--- src/rtl/pool_max_1d_stream_pkg.sv ---
// Shared defaults, widths and types for the 1-D max/average pooling stream block.
// Optional build macro: POOL_AVG_EN (average pooling instead of max pooling).
package pool_pkg;

   localparam int unsigned POOL_T = 8;
   localparam int unsigned POOL_P = 4;
   localparam int unsigned POOL_L = 97;
   localparam int unsigned WIN_W  = $clog2(POOL_P);
   localparam int unsigned FRM_W  = $clog2(POOL_L);

   typedef logic signed [POOL_T-1:0]       sample_t;
   typedef logic signed [POOL_T+WIN_W-1:0] acc_t;

   typedef enum logic {
      COLLECT = 1'b0,
      HOLD    = 1'b1
   } pool_state_e;

endpackage

--- src/rtl/pool_max_1d_stream_if.sv ---
// Upstream sample stream and downstream result stream of the pooling block.
interface pool_max_1d_stream_if #(
   parameter int unsigned T = pool_pkg::POOL_T
);
   logic                s_valid_y;
   logic                s_ready_y;
   logic signed [T-1:0] s_data_in_y;
   logic                m_valid_z;
   logic                m_ready_z;
   logic signed [T-1:0] m_data_out_z;

   modport master (
      output s_valid_y, s_data_in_y, m_ready_z,
      input  s_ready_y, m_valid_z, m_data_out_z
   );

   modport slave (
      input  s_valid_y, s_data_in_y, m_ready_z,
      output s_ready_y, m_valid_z, m_data_out_z
   );
endinterface

--- src/rtl/pool_max_1d_stream_window_acc.sv ---
// Window register and reduction datapath: running signed max, or running sum when POOL_AVG_EN.
// dout is the window value including the current din, so the completing sample is reflected.
module pool_window_acc
   import pool_pkg::*;
#(
   parameter int unsigned T = POOL_T,
   parameter int unsigned P = POOL_P
) (
   input  logic                clk,
   input  logic                rst_n,
   input  logic                load_first,
   input  logic                en,
   input  logic signed [T-1:0] din,
   output logic signed [T-1:0] dout
);

`ifdef POOL_AVG_EN
   localparam int unsigned WW = $clog2(P);
   localparam int unsigned AW = T + WW;
`else
   localparam int unsigned AW = T;
`endif

   logic signed [AW-1:0] acc_q;
   logic signed [AW-1:0] acc_d;
   logic signed [AW-1:0] din_x;

   assign din_x = AW'(din);

   // Equal values keep the register (strict greater-than).
   always_comb begin
      acc_d = acc_q;
      if (en) begin
         if (load_first) begin
            acc_d = din_x;
         end else begin
`ifdef POOL_AVG_EN
            acc_d = acc_q + din_x;
`else
            if (din_x > acc_q) begin
               acc_d = din_x;
            end
`endif
         end
      end
   end

`ifdef POOL_AVG_EN
   assign dout = T'(acc_d >>> WW);
`else
   assign dout = acc_d;
`endif

   always_ff @(posedge clk or negedge rst_n) begin
      if (!rst_n) begin
         acc_q <= '0;
      end else begin
         acc_q <= acc_d;
      end
   end

endmodule

--- src/rtl/pool_max_1d_stream.sv ---
// 1-D pooling over a framed sample stream: one result per P samples, trailing partial window dropped.
// Build macro POOL_AVG_EN selects average pooling; default is signed max pooling.
module pool_max_1d_stream
   import pool_pkg::*;
#(
   parameter int unsigned T = POOL_T,
   parameter int unsigned P = POOL_P,
   parameter int unsigned L = POOL_L
) (
   input  logic                 clk,
   input  logic                 reset,
   pool_max_1d_stream_if.slave  bus
);

   localparam int unsigned WW = $clog2(P);
   localparam int unsigned FW = $clog2(L);

   pool_state_e         state_q, state_d;
   logic [WW-1:0]       win_cnt_q, win_cnt_d;
   logic [FW-1:0]       frm_cnt_q, frm_cnt_d;
   logic signed [T-1:0] data_q, data_d;
   logic signed [T-1:0] win_val;

   logic accept;
   logic transfer;
   logic win_last;
   logic frm_last;
   logic load_first;
   logic complete;

   assign bus.m_valid_z    = (state_q == HOLD);
   assign bus.m_data_out_z = data_q;
   assign bus.s_ready_y    = ~bus.m_valid_z | bus.m_ready_z;

   assign accept     = bus.s_valid_y & bus.s_ready_y;
   assign transfer   = bus.m_valid_z & bus.m_ready_z;
   assign win_last   = (win_cnt_q == WW'(P - 1));
   assign frm_last   = (frm_cnt_q == FW'(L - 1));
   assign load_first = (win_cnt_q == '0);
   assign complete   = accept & win_last;

   pool_window_acc #(
      .T (T),
      .P (P)
   ) u_acc (
      .clk        (clk),
      .rst_n      (reset),
      .load_first (load_first),
      .en         (accept),
      .din        (bus.s_data_in_y),
      .dout       (win_val)
   );

   // Frame end clears both counters so a trailing partial window is simply never completed.
   always_comb begin
      win_cnt_d = win_cnt_q;
      frm_cnt_d = frm_cnt_q;
      state_d   = state_q;
      data_d    = data_q;

      if (accept) begin
         win_cnt_d = (win_last | frm_last) ? '0 : win_cnt_q + WW'(1);
         frm_cnt_d = frm_last ? '0 : frm_cnt_q + FW'(1);
      end

      case (state_q)
         COLLECT: begin
            if (complete) begin
               state_d = HOLD;
               data_d  = win_val;
            end
         end
         HOLD: begin
            if (complete) begin
               data_d = win_val;
            end else if (transfer) begin
               state_d = COLLECT;
            end
         end
      endcase
   end

   always_ff @(posedge clk or negedge reset) begin
      if (!reset) begin
         state_q   <= COLLECT;
         win_cnt_q <= '0;
         frm_cnt_q <= '0;
         data_q    <= '0;
      end else begin
         state_q   <= state_d;
         win_cnt_q <= win_cnt_d;
         frm_cnt_q <= frm_cnt_d;
         data_q    <= data_d;
      end
   end

endmodule

--- src/flat_wrapper.sv ---
// flat-port wrapper written by rule: the top's interface ports become plain ports
module pool_max_1d_stream_flat import pool_pkg::*;
#(
   parameter int unsigned T = POOL_T,
   parameter int unsigned P = POOL_P,
   parameter int unsigned L = POOL_L
)
  (clk, reset, bus_s_valid_y, bus_s_data_in_y, bus_m_ready_z, bus_s_ready_y, bus_m_valid_z, bus_m_data_out_z);
  pool_max_1d_stream_if #(.T(T)) bus_i ();
  input  logic clk;
  input  logic reset;
  input wire logic [$bits(bus_i.s_valid_y)-1:0] bus_s_valid_y;
  input wire logic [$bits(bus_i.s_data_in_y)-1:0] bus_s_data_in_y;
  input wire logic [$bits(bus_i.m_ready_z)-1:0] bus_m_ready_z;
  output wire logic [$bits(bus_i.s_ready_y)-1:0] bus_s_ready_y;
  output wire logic [$bits(bus_i.m_valid_z)-1:0] bus_m_valid_z;
  output wire logic [$bits(bus_i.m_data_out_z)-1:0] bus_m_data_out_z;
  assign bus_i.s_valid_y = bus_s_valid_y;
  assign bus_i.s_data_in_y = bus_s_data_in_y;
  assign bus_i.m_ready_z = bus_m_ready_z;
  assign bus_s_ready_y = bus_i.s_ready_y;
  assign bus_m_valid_z = bus_i.m_valid_z;
  assign bus_m_data_out_z = bus_i.m_data_out_z;
  pool_max_1d_stream #(.T(T), .P(P), .L(L)) u_core (.clk(clk), .reset(reset), .bus(bus_i));
endmodule
--- config.mk ---
export PLATFORM = sky130hd
export DESIGN_NAME = pool_max_1d_stream_flat
export DESIGN_NICKNAME = d
export VERILOG_FILES = /design/src/rtl/pool_max_1d_stream_pkg.sv /design/src/rtl/pool_max_1d_stream_if.sv /design/src/rtl/pool_max_1d_stream_window_acc.sv /design/src/rtl/pool_max_1d_stream.sv /design/src/flat_wrapper.sv
export SDC_FILE = /design/constraint.sdc
export NUM_CORES = 1
export LEC_CHECK = 0
export CORE_UTILIZATION = 40
export DETAILED_ROUTE_END_ITERATION = 7
export PLACE_DENSITY = 0.71
export SYNTH_ARGS = -nofsm -noshare
export SYNTH_HDL_FRONTEND = slang
export SYNTH_SLANG_ARGS = --single-unit
--- constraint.sdc ---
create_clock -name clk -period 2.9 [get_ports clk]
set_input_delay 0.58 -clock clk [delete_from_list [all_inputs] [get_ports clk]]
set_output_delay 0.58 -clock clk [all_outputs]
set_load 0.02 [all_outputs]
Word level (Yosys, flattened, before mapping)
Index checks and enable logic that the tools add are counted.

Muxes and demuxes: 10. Add/sub/neg operators: 2. Eq/ne operators: 2. Bitwise gates (word level): 6. Reductions and logical operators: 1. $lt $le $gt $ge: 1.

Operator list (number): 8-bit 2-to-1 mux (4); 8-bit > comparator (1); 7-bit by 1-bit adder with 7-bit output (second input constant) (1); 7-bit == test (second input constant) (1); 7-bit 2-to-1 mux (1); 1-bit bitwise AND (3); 1-bit 2-to-1 mux (3); 2-bit by 1-bit adder with 2-bit output (second input constant) (1); 2-bit == test (second input constant) (1); 2-bit zero test (1); 2-bit 2-to-1 mux (1); 1-bit bitwise OR (2); 1-bit one-hot mux with 2 select lines (1); 1-bit inverter (1).

Logic and storage cells: 27. Register bits after elaboration: 26. Bits of input ports: 12. Output and inout port bits: 10.

Logic depth before layout (Yosys ltp)
Depth in word-level cells: 6. Mapped depth: 8. Gate-level depth less buffers: 7.

By module
A second synthesis with hierarchy kept.

Cell total of the unflattened synthesis: 116. Area total of the unflattened synthesis: 1393.8 µm².

By module, submodules not included: pool_max_1d_stream (area each 845.8 µm², cells an instance 69, seq. area each 450.4 µm², times used 1); pool_window_acc (area each 548.0 µm², cells an instance 47, seq. area each 200.2 µm², times used 1).

Worst setup path after synthesis
Ideal clock, no wire load.

Path kind: input to register. Start point: input bus_s_data_in_y[5]. End point: register u_core.u_acc.acc_q[0]. Stages: 7. Data required time: 2775 ps. Data arrival time: 2272 ps. Path buffers: 1. Setup time: 125 ps. Setup slack: 503 ps. Path through: ha_1 -> a21o_1 -> a2111oi_4 -> o211a_1 -> buf_6 -> a2bb2oi_4 -> mux2_4.

Word-level cells in the longest chain between the ends: 4.

RTL lines: from (decl) (RTL line flat_wrapper.sv:13) `input wire logic [$bits(bus_i.s_data_in_y)-1:0] bus_s_data_in_y;`; 8-bit > comparator (RTL line pool_max_1d_stream_window_acc.sv:40) `if (din_x > acc_q) begin`; 8-bit 2-to-1 mux (RTL line pool_max_1d_stream_window_acc.sv:40); 8-bit 2-to-1 mux (RTL line pool_max_1d_stream_window_acc.sv:34) `if (load_first) begin`; 8-bit 2-to-1 mux (RTL line pool_max_1d_stream_window_acc.sv:33) `if (en) begin`; net u_core.u_acc.dout[0] (RTL line pool_max_1d_stream_window_acc.sv:14) `output logic signed [T-1:0] dout`; to (signal assigned) (RTL line pool_max_1d_stream_window_acc.sv:56) `acc_q <= '0;`; to (signal assigned) (RTL line pool_max_1d_stream_window_acc.sv:58) `acc_q <= acc_d;`; to (decl) (RTL line pool_max_1d_stream_window_acc.sv:24) `logic signed [AW-1:0] acc_q;`.

The timed path passes the listed nets, and every way through them passes these cells. A chain may end at the register's enable or synchronous reset.

Final worst setup path
Start point: input bus_s_data_in_y[5]. End point: register u_core.data_q[6] (netlist: u_core.bus.m_data_out_z[6]).

Word-level cells in the longest chain between the ends: 5.

RTL lines: 8-bit > comparator (RTL line pool_max_1d_stream_window_acc.sv:40); 8-bit 2-to-1 mux (RTL line pool_max_1d_stream_window_acc.sv:40); 8-bit 2-to-1 mux (RTL line pool_max_1d_stream_window_acc.sv:34); 8-bit 2-to-1 mux (RTL line pool_max_1d_stream_window_acc.sv:33); 8-bit 2-to-1 mux (RTL line pool_max_1d_stream.sv:68, pool_max_1d_stream.sv:74); to (signal assigned) (RTL line pool_max_1d_stream.sv:93) `data_q <= data_d;`; to (decl) (RTL line pool_max_1d_stream.sv:21) `logic signed [T-1:0] data_q, data_d;`.

No other way between the ends. The select of a mux whose other input is x is not followed.

==> flow_summary.json <==
{
  "status": "finished clean",
  "die_h_um": 64.1,
  "startpoint_type": "input port",
  "wl_per_cell_um": 13.8,
  "routed-wl-met3_um": 119,
  "rsz0062_at_grt": "no",
  "max_cap_viol_count": 0,
  "seq_area_frac_synth_pct": 42.2,
  "avgSynthCellArea_sq_um": 10.3,
  "drt-met1-wl_um": 1340,
  "worst_clock_skew_ps": 13.2,
  "route.top_layer_used": "met4",
  "final_net_count": 204,
  "fin_ws_ps": 284,
  "antenna-diode-count": 0,
  "hold_viol_final": 0,
  "start_util_pct": 41.8,
  "synthCells": 150,
  "dieArea_sq_mm": 0.00410,
  "hold_path.class": "reg -> reg",
  "finalPower_mw": 1.92,
  "io_pins": 22,
  "clkSlewWorstSetupHoldPaths_ps": 100,
  "async_flop_share_pct": 100,
  "cp_max_fo": 8,
  "synth_area_leaders": "dfrtp_1 (42%), ha_1 (9.7%), o211ai_1 (7.3%)",
  "grt_pass1_vias": 1239,
  "cp.required_ps": 3050,
  "route.met2.wl_um": 1630,
  "numCtsBuffers": 3,
  "yosys_warnings": 0,
  "pre_cts_slack_ps": -33.1,
  "grt_overflow_total": 0,
  "antenna_found_initial": 0,
  "cts_buffer_depth": 2,
  "yosysMostFrequentCell": "dfrtp_1",
  "cts-root-buf": "clkbuf_8",
  "cts_resized": 0,
  "drv_slew": 0,
  "critPathKind": "in -> reg",
  "setup_viol_count_final": 0,
  "cts_tree": "yes",
  "synth_cell_types": 34,
  "vdd_drop_max_v": 0.000442,
  "fp.dieW_um": 64.1,
  "synthFlopType": "dfrtp_1",
  "route.detailed.drc": 0,
  "coreArea_sq_mm": 0.00369,
  "clk_latency_ps": 280,
  "gp_congestion": 0.858,
  "vias": 1203,
  "min_period_ps": 2620,
  "num_rows": 22,
  "ant_nets": 0,
  "final_cell_area_sq_mm": 0.00192,
  "drive_gt1_share_pct": 15.6,
  "ys_ff_latch": 26,
  "postPlaceCellArea_sq_mm": 0.00185,
  "holdWs_ps": 497,
  "wirelength_um": 3140,
  "power_density_mw_per_mm2": 1000,
  "finalCritPeriodShare_pct": 90.2,
  "yosys-top-cells-count": "dfrtp_1 (26), nand2_1 (25), o211ai_1 (15), inv_1 (14), ha_1 (12)",
  "worst_pin_slew_ps": 719,
  "synth_top_area_share_pct": 42.2,
  "htree_levels": 1,
  "end_kind": "register",
  "cp.arrival_ps": 2760,
  "syn_nets": 174,
  "grt_first_pass_wirelength_um": 5460,
  "fmax_ghz": 0.382,
  "slew_headroom_pct": 51.9,
  "viasPerCell": 5.30,
  "postCtsSetupBuffers": 0,
  "firstDrtPassIters": 4,
  "p_leak_nw": 0.857,
  "fin_util_pct": 52.0,
  "holdBufCountCts": 0,
  "grt_max_degree": 27,
  "track_usage_pct": 17.4,
  "synth_edf_count": 0,
  "fillCellCount": 355,
  "yosysTopAreaCell": "dfrtp_1",
  "synth_area_sq_mm": 0.00154,
  "drt_iter0_drc": 64,
  "syn2layout_area_growth_pct": 24.5,
  "hpwl_um": 2360,
  "numClockSinks": 26,
  "port_buffers": 21
}
==> final cells by class <==
cell class,instances,area (sq um),area share [%]
Timing Repair Buffer,31,285,14.9
Clock inverter,1,30.0,1.57
Clock buffer,3,41.3,2.15
Sequential cell,26,651,33.9
Tap cell,48,60.1,3.13
Inverter,14,52.6,2.74
Multi-Input combinational cell,104,797,41.6
==> layout by cell type (no fill, tap or decap), types with 2 or more instances in the layout <==
master           count
dfrtp_1             26
nor2b_1              2
o21ai_0              9
buf_4               10
inv_1               14
nor2_1               3
nand3_1              3
nand2b_1             3
and3_1               3
clkbuf_8             3
o31ai_1              2
ha_1                12
nand2_1             25
mux2_2               7
a21oi_1              3
clkdlybuf4s50_1     21
o211ai_1            15
==> worst paths after layout <==
kind / startpoint / to / slack [ps] / cells after the start
max: bus_s_data_in_y[5] / u_core.bus.m_data_out_z[6]$_DFFE_PN0P_ / 280 / 8
min: u_core.bus.m_data_out_z[0]$_DFFE_PN0P_ / u_core.bus.m_data_out_z[0]$_DFFE_PN0P_ / 500 / 2
max reg2reg: u_core.u_acc.acc_q[5]$_DFF_PN0_ / u_core.bus.m_data_out_z[6]$_DFFE_PN0P_ / 630 / 8
min reg2reg: u_core.bus.m_data_out_z[0]$_DFFE_PN0P_ / u_core.bus.m_data_out_z[0]$_DFFE_PN0P_ / 500 / 2
max in group asynchronous: reset / u_core.win_cnt_q[0]$_DFFE_PN0P_ / 1970 / 2
min in group asynchronous: reset / u_core.bus.m_data_out_z[2]$_DFFE_PN0P_ / 660 / 2
==> metrics by stage <==
step | std cells | setup TNS (ps)
final | 227 | 0
after global routing | 227 | 0
after CTS | 227 | 0
after detailed placement | 223 | -206
after global placement | 223 | -186
after floorplan | 150 | 0
==> cells by family (layout without fill, tap and decap cells) <==
logic type	count (synthesis)	after routing	synth area share (%)
buffers and inverters	20	49	6.01
AOI/OAI and AO/OA	37	37	20.8
adders and majority gates	12	12	9.75
DFF	26	26	42.2
muxes	9	9	6.74
and+or+nand+nor	46	46	14.5
==> metal layers <==
layer,up-vias,track usage (%)
met5,-,0
met4,0,7.10
met3,6,3.75
met2,18,31.4
met1,589,19.6
li1,590,-
==> power by group <==
| part | leakage [nW] | switching, mW | internal [mW] |
|---|---|---|---|
| clock | 0.0357 | 0.116 | 0.185 |
| combinational | 0.506 | 0.479 | 0.483 |
| sequential | 0.316 | 0.127 | 0.529 |
| total | 0.857 | 0.723 | 1.20 |
==> registers in the layout (all words and copies together), names as in the netlist <==
signal                   flops
u_core.bus.m_data_out_z      8
u_core.bus.m_valid_z         1
u_core.frm_cnt_q             7
u_core.u_acc.acc_q           8
u_core.win_cnt_q             2
==> worst max-delay path: stages <==
cell and delay (ps):
clkdlybuf4s50_1 450, ha_1 330, a21o_1 190, a2111oi_4 380
a2111o_1 350, a2bb2oi_4 180, buf_4 190, o211ai_1 110
No activity file was read; power rests on OpenSTA's default activity.
